`src/rtl/frame_sequencer_if.sv`:
```
// frame_sequencer bus bundle
// GPU register port plus read-only memory port
interface frame_sequencer_if;
  logic [7:0]  g_address;
  logic        g_write;
  logic [31:0] g_writedata;
  logic        g_read;
  logic [31:0] g_readdata;
  logic        g_waitrequest;
  logic        gpu_irq;
  logic [31:0] m_address;
  logic        m_read;
  logic [31:0] m_readdata;
  logic        m_readdatavalid;
  logic        m_waitrequest;

  modport master (
    output g_address, g_write, g_writedata, g_read,
    input  g_readdata, g_waitrequest, gpu_irq,
    output m_address, m_read,
    input  m_readdata, m_readdatavalid, m_waitrequest
  );

  modport slave (
    input  g_address, g_write, g_writedata, g_read,
    output g_readdata, g_waitrequest, gpu_irq,
    input  m_address, m_read,
    output m_readdata, m_readdatavalid, m_waitrequest
  );
endinterface

```
`src/rtl/frame_sequencer.sv`:
```
// frame_sequencer: autonomous voxel_gpu frame driver
// camera load, per-batch voxel/palette/pixel commands, irq ack
module frame_sequencer #(
  parameter int          H_RESOLUTION   = 320,
  parameter int          V_RESOLUTION   = 240,
  parameter int          NUM_SHADERS    = 320,
  parameter logic [31:0] FB_BASE        = 32'hC800_0000,
  parameter int          TIMEOUT_CYCLES = 4096
) (
  input  logic        clock,
  input  logic        reset_n,
  input  logic        start,
  input  logic [31:0] cfg_cam_base,
  input  logic [31:0] cfg_voxel_base,
  input  logic [15:0] cfg_voxel_count,
  input  logic [31:0] cfg_palette_base,
  input  logic [15:0] cfg_palette_count,
  output logic        busy,
  output logic        done,
  output logic        error,
  frame_sequencer_if.master bus
);

  typedef enum logic [3:0] {
    IDLE, CAM_RD, CAM_WR, BATCH,
    VOX_RD, VOX_WR, PAL_RD, PAL_WR,
    PIX_WR, WAIT_IRQ, ACK, RECOVER, DONE
  } state_t;

  localparam int COL_BITS = $clog2(H_RESOLUTION);
  localparam int ROW_BITS = $clog2(V_RESOLUTION);
  localparam int TW       = $clog2(TIMEOUT_CYCLES + 1);
  localparam logic [31:0] TOTAL =
    32'(H_RESOLUTION * V_RESOLUTION);
  localparam logic [31:0] NS = 32'(NUM_SHADERS);
  localparam logic [TW-1:0] T_LAST =
    TW'(TIMEOUT_CYCLES - 1);
  localparam logic [COL_BITS-1:0] COL_LAST =
    COL_BITS'(H_RESOLUTION - 1);

  state_t state, state_n, ret;
  state_t after_batch, after_vox, after_pix;

  logic [31:0] cam_base, vox_base, pal_base;
  logic [15:0] vox_cnt, pal_cnt;
  logic [15:0] vox_idx, pal_idx;
  logic [3:0]  cam_idx;
  logic [31:0] pix, batch_start, batch_end, sum;
  logic [COL_BITS-1:0] col;
  logic [ROW_BITS-1:0] row;
  logic [TW-1:0] timer;
  logic [31:0] word;
  logic [31:0] pix_addr;
  logic m_acc, m_hit, g_acc, m_take;
  logic vox_more, pal_more, pix_more, frame_end;

  assign g_acc  = (bus.g_write | bus.g_read)
                & ~bus.g_waitrequest;
  assign m_take = bus.m_read & ~bus.m_waitrequest;
  assign m_hit  = m_acc & bus.m_readdatavalid;

  assign sum       = batch_start + NS;
  assign batch_end = (sum > TOTAL) ? TOTAL : sum;
  assign frame_end = sum >= TOTAL;
  assign pix_more  = (pix + 32'd1) < batch_end;
  assign vox_more  = ({1'b0, vox_idx} + 17'd1)
                   < {1'b0, vox_cnt};
  assign pal_more  = ({1'b0, pal_idx} + 17'd1)
                   < {1'b0, pal_cnt};
  assign pix_addr  = FB_BASE
                   | (32'(row) << (COL_BITS + 1))
                   | (32'(col) << 1);

  // step that follows each acknowledged command
  always_comb begin
    after_batch = PIX_WR;
    after_vox   = PIX_WR;
    after_pix   = BATCH;
    if (vox_cnt != 16'd0) after_batch = VOX_RD;
    else if (pal_cnt != 16'd0) after_batch = PAL_RD;
    if (vox_more) after_vox = VOX_RD;
    else if (pal_cnt != 16'd0) after_vox = PAL_RD;
    if (pix_more) after_pix = PIX_WR;
    else if (frame_end) after_pix = DONE;
  end

  // state register
  always_ff @(posedge clock or negedge reset_n) begin
    if (!reset_n) state <= IDLE;
    else          state <= state_n;
  end

  // next-state decode
  always_comb begin
    state_n = state;
    unique case (state)
      IDLE:
        if (start) state_n = CAM_RD;
      CAM_RD:
        if (m_hit) state_n = CAM_WR;
      CAM_WR:
        if (g_acc)
          state_n = (cam_idx == 4'd14) ? BATCH : CAM_RD;
      VOX_RD:
        if (m_hit) state_n = VOX_WR;
      PAL_RD:
        if (m_hit) state_n = PAL_WR;
      BATCH, VOX_WR, PAL_WR, PIX_WR:
        if (g_acc) state_n = WAIT_IRQ;
      WAIT_IRQ:
        if (bus.gpu_irq || timer == T_LAST)
          state_n = ACK;
      ACK:
        if (g_acc) begin
          if (bus.g_readdata == 32'd0)
            state_n = ret;
          else if (bus.g_readdata == 32'd1)
            state_n = WAIT_IRQ;
          else
            state_n = RECOVER;
        end
      RECOVER:
        if (g_acc) state_n = IDLE;
      DONE:
        state_n = IDLE;
      default:
        state_n = IDLE;
    endcase
  end

  // bus drive and done pulse from current state
  always_comb begin
    bus.g_address   = 8'h00;
    bus.g_write     = 1'b0;
    bus.g_writedata = 32'd0;
    bus.g_read      = 1'b0;
    bus.m_address   = 32'd0;
    bus.m_read      = 1'b0;
    done            = 1'b0;
    unique case (state)
      CAM_RD: begin
        bus.m_read    = ~m_acc;
        bus.m_address = cam_base
                      + {26'd0, cam_idx, 2'b00};
      end
      CAM_WR: begin
        bus.g_write     = 1'b1;
        bus.g_address   = 8'h10 + {4'h0, cam_idx};
        bus.g_writedata = word;
      end
      BATCH: begin
        bus.g_write     = 1'b1;
        bus.g_address   = 8'h03;
        bus.g_writedata = batch_start;
      end
      VOX_RD: begin
        bus.m_read    = ~m_acc;
        bus.m_address = vox_base
                      + {14'd0, vox_idx, 2'b00};
      end
      VOX_WR: begin
        bus.g_write     = 1'b1;
        bus.g_address   = 8'h00;
        bus.g_writedata = word;
      end
      PAL_RD: begin
        bus.m_read    = ~m_acc;
        bus.m_address = pal_base
                      + {14'd0, pal_idx, 2'b00};
      end
      PAL_WR: begin
        bus.g_write     = 1'b1;
        bus.g_address   = 8'h01;
        bus.g_writedata = word;
      end
      PIX_WR: begin
        bus.g_write     = 1'b1;
        bus.g_address   = 8'h02;
        bus.g_writedata = pix_addr;
      end
      ACK: begin
        bus.g_read    = 1'b1;
        bus.g_address = 8'h0f;
      end
      RECOVER: begin
        bus.g_write     = 1'b1;
        bus.g_address   = 8'h0f;
        bus.g_writedata = 32'd1;
      end
      DONE:
        done = 1'b1;
      default: ;
    endcase
  end

  // counters, latched cfg and fetched word
  always_ff @(posedge clock or negedge reset_n) begin
    if (!reset_n) begin
      cam_base    <= '0;
      vox_base    <= '0;
      pal_base    <= '0;
      vox_cnt     <= '0;
      pal_cnt     <= '0;
      vox_idx     <= '0;
      pal_idx     <= '0;
      cam_idx     <= '0;
      pix         <= '0;
      batch_start <= '0;
      row         <= '0;
      col         <= '0;
      timer       <= '0;
      word        <= '0;
      m_acc       <= 1'b0;
      ret         <= IDLE;
    end else begin
      if (state == IDLE && start) begin
        cam_base    <= cfg_cam_base;
        vox_base    <= cfg_voxel_base;
        pal_base    <= cfg_palette_base;
        vox_cnt     <= cfg_voxel_count;
        pal_cnt     <= cfg_palette_count;
        cam_idx     <= '0;
        pix         <= '0;
        batch_start <= '0;
        row         <= '0;
        col         <= '0;
      end
      if (m_take)     m_acc <= 1'b1;
      else if (m_hit) m_acc <= 1'b0;
      if (m_hit) word <= bus.m_readdata;
      if (state == WAIT_IRQ) timer <= timer + TW'(1);
      else                   timer <= '0;
      if (g_acc) begin
        unique case (state)
          CAM_WR:
            cam_idx <= cam_idx + 4'd1;
          BATCH: begin
            vox_idx <= '0;
            pal_idx <= '0;
            ret     <= after_batch;
          end
          VOX_WR: begin
            vox_idx <= vox_idx + 16'd1;
            ret     <= after_vox;
          end
          PAL_WR: begin
            pal_idx <= pal_idx + 16'd1;
            ret     <= pal_more ? PAL_RD : PIX_WR;
          end
          PIX_WR: begin
            pix <= pix + 32'd1;
            ret <= after_pix;
            if (!pix_more) batch_start <= sum;
            if (col == COL_LAST) begin
              col <= '0;
              row <= row + ROW_BITS'(1);
            end else begin
              col <= col + COL_BITS'(1);
            end
          end
          default: ;
        endcase
      end
    end
  end

  // busy follows the frame; error is sticky until next start
  always_ff @(posedge clock or negedge reset_n) begin
    if (!reset_n) begin
      busy  <= 1'b0;
      error <= 1'b0;
    end else begin
      busy <= !(state_n == IDLE || state_n == DONE);
      if (state == IDLE && start)
        error <= 1'b0;
      else if (state == RECOVER && g_acc)
        error <= 1'b1;
    end
  end

endmodule

```
`src/flat_wrapper.sv`:
```
// flat-port wrapper written by rule: the top's interface ports become plain ports
module frame_sequencer_flat 
#(
  parameter int          H_RESOLUTION   = 320,
  parameter int          V_RESOLUTION   = 240,
  parameter int          NUM_SHADERS    = 320,
  parameter logic [31:0] FB_BASE        = 32'hC800_0000,
  parameter int          TIMEOUT_CYCLES = 4096
)
  (clock, reset_n, start, cfg_cam_base, cfg_voxel_base, cfg_voxel_count, cfg_palette_base, cfg_palette_count, busy, done, error, bus_g_address, bus_g_write, bus_g_writedata, bus_g_read, bus_g_readdata, bus_g_waitrequest, bus_gpu_irq, bus_m_address, bus_m_read, bus_m_readdata, bus_m_readdatavalid, bus_m_waitrequest);
  frame_sequencer_if bus_i ();
  input  logic clock;
  input  logic reset_n;
  input  logic start;
  input  logic [31:0] cfg_cam_base;
  input  logic [31:0] cfg_voxel_base;
  input  logic [15:0] cfg_voxel_count;
  input  logic [31:0] cfg_palette_base;
  input  logic [15:0] cfg_palette_count;
  output logic busy;
  output logic done;
  output logic error;
  output wire logic [$bits(bus_i.g_address)-1:0] bus_g_address;
  output wire logic [$bits(bus_i.g_write)-1:0] bus_g_write;
  output wire logic [$bits(bus_i.g_writedata)-1:0] bus_g_writedata;
  output wire logic [$bits(bus_i.g_read)-1:0] bus_g_read;
  input wire logic [$bits(bus_i.g_readdata)-1:0] bus_g_readdata;
  input wire logic [$bits(bus_i.g_waitrequest)-1:0] bus_g_waitrequest;
  input wire logic [$bits(bus_i.gpu_irq)-1:0] bus_gpu_irq;
  output wire logic [$bits(bus_i.m_address)-1:0] bus_m_address;
  output wire logic [$bits(bus_i.m_read)-1:0] bus_m_read;
  input wire logic [$bits(bus_i.m_readdata)-1:0] bus_m_readdata;
  input wire logic [$bits(bus_i.m_readdatavalid)-1:0] bus_m_readdatavalid;
  input wire logic [$bits(bus_i.m_waitrequest)-1:0] bus_m_waitrequest;
  assign bus_g_address = bus_i.g_address;
  assign bus_g_write = bus_i.g_write;
  assign bus_g_writedata = bus_i.g_writedata;
  assign bus_g_read = bus_i.g_read;
  assign bus_i.g_readdata = bus_g_readdata;
  assign bus_i.g_waitrequest = bus_g_waitrequest;
  assign bus_i.gpu_irq = bus_gpu_irq;
  assign bus_m_address = bus_i.m_address;
  assign bus_m_read = bus_i.m_read;
  assign bus_i.m_readdata = bus_m_readdata;
  assign bus_i.m_readdatavalid = bus_m_readdatavalid;
  assign bus_i.m_waitrequest = bus_m_waitrequest;
  frame_sequencer #(.H_RESOLUTION(H_RESOLUTION), .V_RESOLUTION(V_RESOLUTION), .NUM_SHADERS(NUM_SHADERS), .FB_BASE(FB_BASE), .TIMEOUT_CYCLES(TIMEOUT_CYCLES)) u_core (.clock(clock), .reset_n(reset_n), .start(start), .cfg_cam_base(cfg_cam_base), .cfg_voxel_base(cfg_voxel_base), .cfg_voxel_count(cfg_voxel_count), .cfg_palette_base(cfg_palette_base), .cfg_palette_count(cfg_palette_count), .busy(busy), .done(done), .error(error), .bus(bus_i));
endmodule
```
`config.mk`:
```
export PLATFORM = sky130hd
export DESIGN_NAME = frame_sequencer_flat
export DESIGN_NICKNAME = d
export VERILOG_FILES = /design/src/rtl/frame_sequencer_if.sv /design/src/rtl/frame_sequencer.sv /design/src/flat_wrapper.sv
export SDC_FILE = /design/constraint.sdc
export NUM_CORES = 1
export LEC_CHECK = 0
export BUFFER_PORTS_ARGS = -buffer_cell sky130_fd_sc_hd__buf_2
export CORE_MARGIN = 4
export CORE_UTILIZATION = 35
export CTS_BUF_LIST = sky130_fd_sc_hd__clkbuf_4 sky130_fd_sc_hd__clkbuf_8
export CTS_CLUSTER_SIZE = 25
export DETAILED_ROUTE_END_ITERATION = 8
export PLACE_DENSITY_LB_ADDON = 0.25
export SLEW_MARGIN = 15
export SYNTH_ARGS = -nofsm -noshare
export SYNTH_HDL_FRONTEND = slang
export SYNTH_SLANG_ARGS = --single-unit
export TNS_END_PERCENT = 5
```
`constraint.sdc`:
```
create_clock -name clock -period 7.36 [get_ports clock]
set_input_delay 1.472 -clock clock [delete_from_list [all_inputs] [get_ports clock]]
set_output_delay 1.472 -clock clock [all_outputs]
set_load 0.01 [all_outputs]
```
==> results by group <==
Status
  • Outcome: finished clean

Placement
  • RD Place Congestion: roughly 0.93
  • Placed inst area: 0.0219 mm²
  • Hpwl dp: ~48000 µm
  • Port Buf Inserts: 273
  • Placed cells: 3309

Synthesis
  • Synth Warn #: 0
  • Ys async rst share: 100%
  • Sequential fraction of the synthesis area: 38.1%
  • EDFF count, synth: 0
  • Mean Syn Cell Area: between 8 and 9 µm²
  • Mapped Area: 0.0198 mm²
  • Syn Inst Count: around 2400
  • Unique masters post-synth: 79
  • Synthesis-stage register bit count: 301
  • Main synth FF type: dfrtp_1

Clocking
  • Setup Buffers After CTS: 0
  • Hold_buf cts: 0
  • CTS tree: done
  • Worst-Skew Late Latency: 0.66 ns
  • Cts bufs inserted: 55
  • Clk sink count: 301
  • Clock Tree Buf Depth: 3
  • Reg clk slew, reported paths: 0.06 ns
  • H-tree Lvls: 2
  • CTS Root Cell: clkbuf_8
  • Post-cts sizing count: 0

Critical path
  • Worst setup startpoint: u_core.batch_start[6]
  • CP Capture Type: flop
  • FF-to-FF Start: u_core.batch_start[6]
  • Crit path DAT: 7.03 ns
  • WS Path Type: reg -> reg
  • CP required: 7.91 ns
  • CP startpoint kind: flop
  • Crit-path max FO: 23

Drt
  • Vias per inst: ~5.4
  • Routed Antenna Nets: 0
  • Via count: 18300
  • First-pass DRT Iterations: 8
  • Final WL: approximately 65000 µm
  • DR WL/cell: 19.0 µm
  • DRC: 0
  • Detailed Route Iter0 Violations: 1289

Power and ir drop
  • Maximum VDD drop: 0.152 mV
  • Power per Cell Area: 293 mW/mm²
  • Leakage: 11.3 nW

Global routing
  • Grt peak-use layer: met2
  • GRT overflow: 0
  • Largest net degree at the start of global routing: 116
  • Vias in the first global route: around 18000
  • M2 GR Usage: 34.1%
  • Initial antenna violation count: 3
  • First-pass GRT wire length: 101000 µm
  • Met1 GRT Util: 28.3%
  • GR Util met3: 3.51%
  • GRT Total Usage: 20.9%

Timing
  • Tmin final: 6.48 ns
  • Slew margin rel.: 34.4%
  • Final hold violations: 0
  • Fmax achieved: 154 MHz
  • Setup-failing EPs final: 0
  • Max Clock Skew: 0.0398 ns
  • Max-slew violation count: 0
  • Setup_tns: 0 ns
  • Final period util: 88.1%
  • Unrepaired setup endpoints after global routing: no
  • Worst slew pin tran: between 0.9 and 1 ns

Cells and area
  • Post-Layout Cell Count: 3414
  • Share of layout cells above drive strength 1: 17.7%
  • Fin area: 0.0231 mm²
  • Area Growth Syn to Fin: 16.9%
  • Multi-input gate area in the final layout: 0.0115 mm²
  • Nets@finish: 2927
  • Commonest non-fill, non-tap cells in the layout: nand2_1 (533), dfrtp_1 (301), buf_2 (272), o21ai_0 (172), nor2_1 (124)
  • Commonest non-fill, non-tap cell in the layout: nand2_1
  • Fillers: 5656
  • Storage element area: 0.00753 mm²

Floorplanning
  • Die boundary height: approximately 250 µm
  • Initial core utilization: 35.6%
  • Core area: ~0.056 mm²
  • FP Rows: 86
  • Boundary Pins: around 280
  • Die Footprint: 0.0604 mm²
  • Die width: 246 µm

Min path
  • Hold wc startpoint: u_core.timer[0]
  • HP Class: reg -> reg

Flow run
  • Max-Cap Viols: 0
-- layout make-up --
| type | count | share of cell area [%] |
|---|---|---|
| inverter | 81 | 1.32 |
| timing repair buffer | 298 | 6.87 |
| clock inverter | 27 | 1.08 |
| sequential | 301 | 32.6 |
| antenna | 1 | 0.0108 |
| clock buffer | 77 | 4.18 |
| multi-input combinational | 1881 | 49.9 |
| tap | 748 | 4.05 |
-- state kept, by name, summed over array words and instances, names as in the netlist, 13 cells and up --
name,flops
u_core.pix,32
u_core.pal_base,32
u_core.vox_cnt,16
u_core.batch_start,32
u_core.word,32
u_core.pal_idx,16
u_core.pal_cnt,16
u_core.cam_base,32
u_core.timer,13
u_core.vox_idx,16
u_core.vox_base,32
-- report_power, final --
| part | total, mW | switching, mW | leakage (nW) | internal, mW |
|---|---|---|---|---|
| Sequential | 2.63 | 0.487 | 3.90 | 2.14 |
| Clock | 1.78 | 0.785 | 0.639 | 0.996 |
| Combinational | 2.37 | 1.43 | 6.81 | 0.939 |
-- cells by family (layout without fill, tap and decap cells) --
family / after synthesis / count (layout) / share of synthesized area, %
and+or+nand+nor: 1057 / 1057 / 24.7
AOI/OAI and AO/OA: 492 / 492 / 16.5
DFF: 301 / 301 / 38.1
buffers and inverters: 206 / 483 / 4.07
xor gates and xnor gates: 157 / 157 / 6.95
adders and majority gates: 110 / 110 / 7.07
muxes: 47 / 47 / 2.61
other: 2 / 19 / 0.0380
-- stage by stage --
step	hold WS [ns]	worst slack [ns]	total power, mW	utilization (%)
2_1_floorplan	0.425	2.08	4.10	-
3_3_place_gp	0.444	1.17	4.95	39.4
3_5_place_dp	0.464	0.919	5.00	39.4
4_1_cts	0.472	0.890	6.83	41.6
5_1_grt	0.503	0.350	7.27	41.6
6_report	0.469	0.876	6.78	41.6
-- synth_stat cells, types with 36 or more instances --
master    instances  area share, %
nor3_1           37           0.94
nand2_1         535             10
ha_1            107            6.8
nand4_1          43            1.4
xnor2_1          94            4.2
dfrtp_1         301             38
inv_1            81            1.5
xor2_1           63            2.8
and3_1           64            2.0
nand3_1         106            2.7
nor2_1          126            2.4
o21ai_0         172            4.4
clkbuf_1        103            2.0
mux2_2           36            2.1
a21oi_1          60            1.5
-- critical path, cell delays in order (launching register included) --
cell,delay (ns)
dfrtp_1,0.51
ha_1,0.42
o2111ai_2,0.27
nor3_1,0.52
a31oi_1,0.18
or3_1,0.37
nor4_4,0.38
and3_1,0.22
buf_4,0.19
o21ai_0,0.13
ha_1,0.31
a21o_1,0.18
a21o_1,0.18
a21o_1,0.17
a2111oi_0,0.40
o31ai_1,0.13
nand3b_1,0.21
buf_4,0.22
or3_1,0.79
nand2_2,0.36
mux2i_1,0.21
-- layer usage --
layer / routed length (µm) / share of wire [%]
met1: 28900 / 45
met2: 30100 / 46
met3: 3870 / 6.0
met4: 2010 / 3.1
met5: 0 / 0
-- path summary, 6_finish.rpt --
kind                                          end  slack (ns)  cells past startpoint
max                        u_core.batch_start[17]        0.88                     20
min                               u_core.timer[0]        0.47                      1
max reg2reg                u_core.batch_start[17]        0.88                     20
min reg2reg                       u_core.timer[0]        0.47                      1
max in group asynchronous         u_core.word[20]        5.37                      2
min in group asynchronous       u_core.vox_cnt[2]        0.87                      1
No activity file was read; power rests on OpenSTA's default activity.
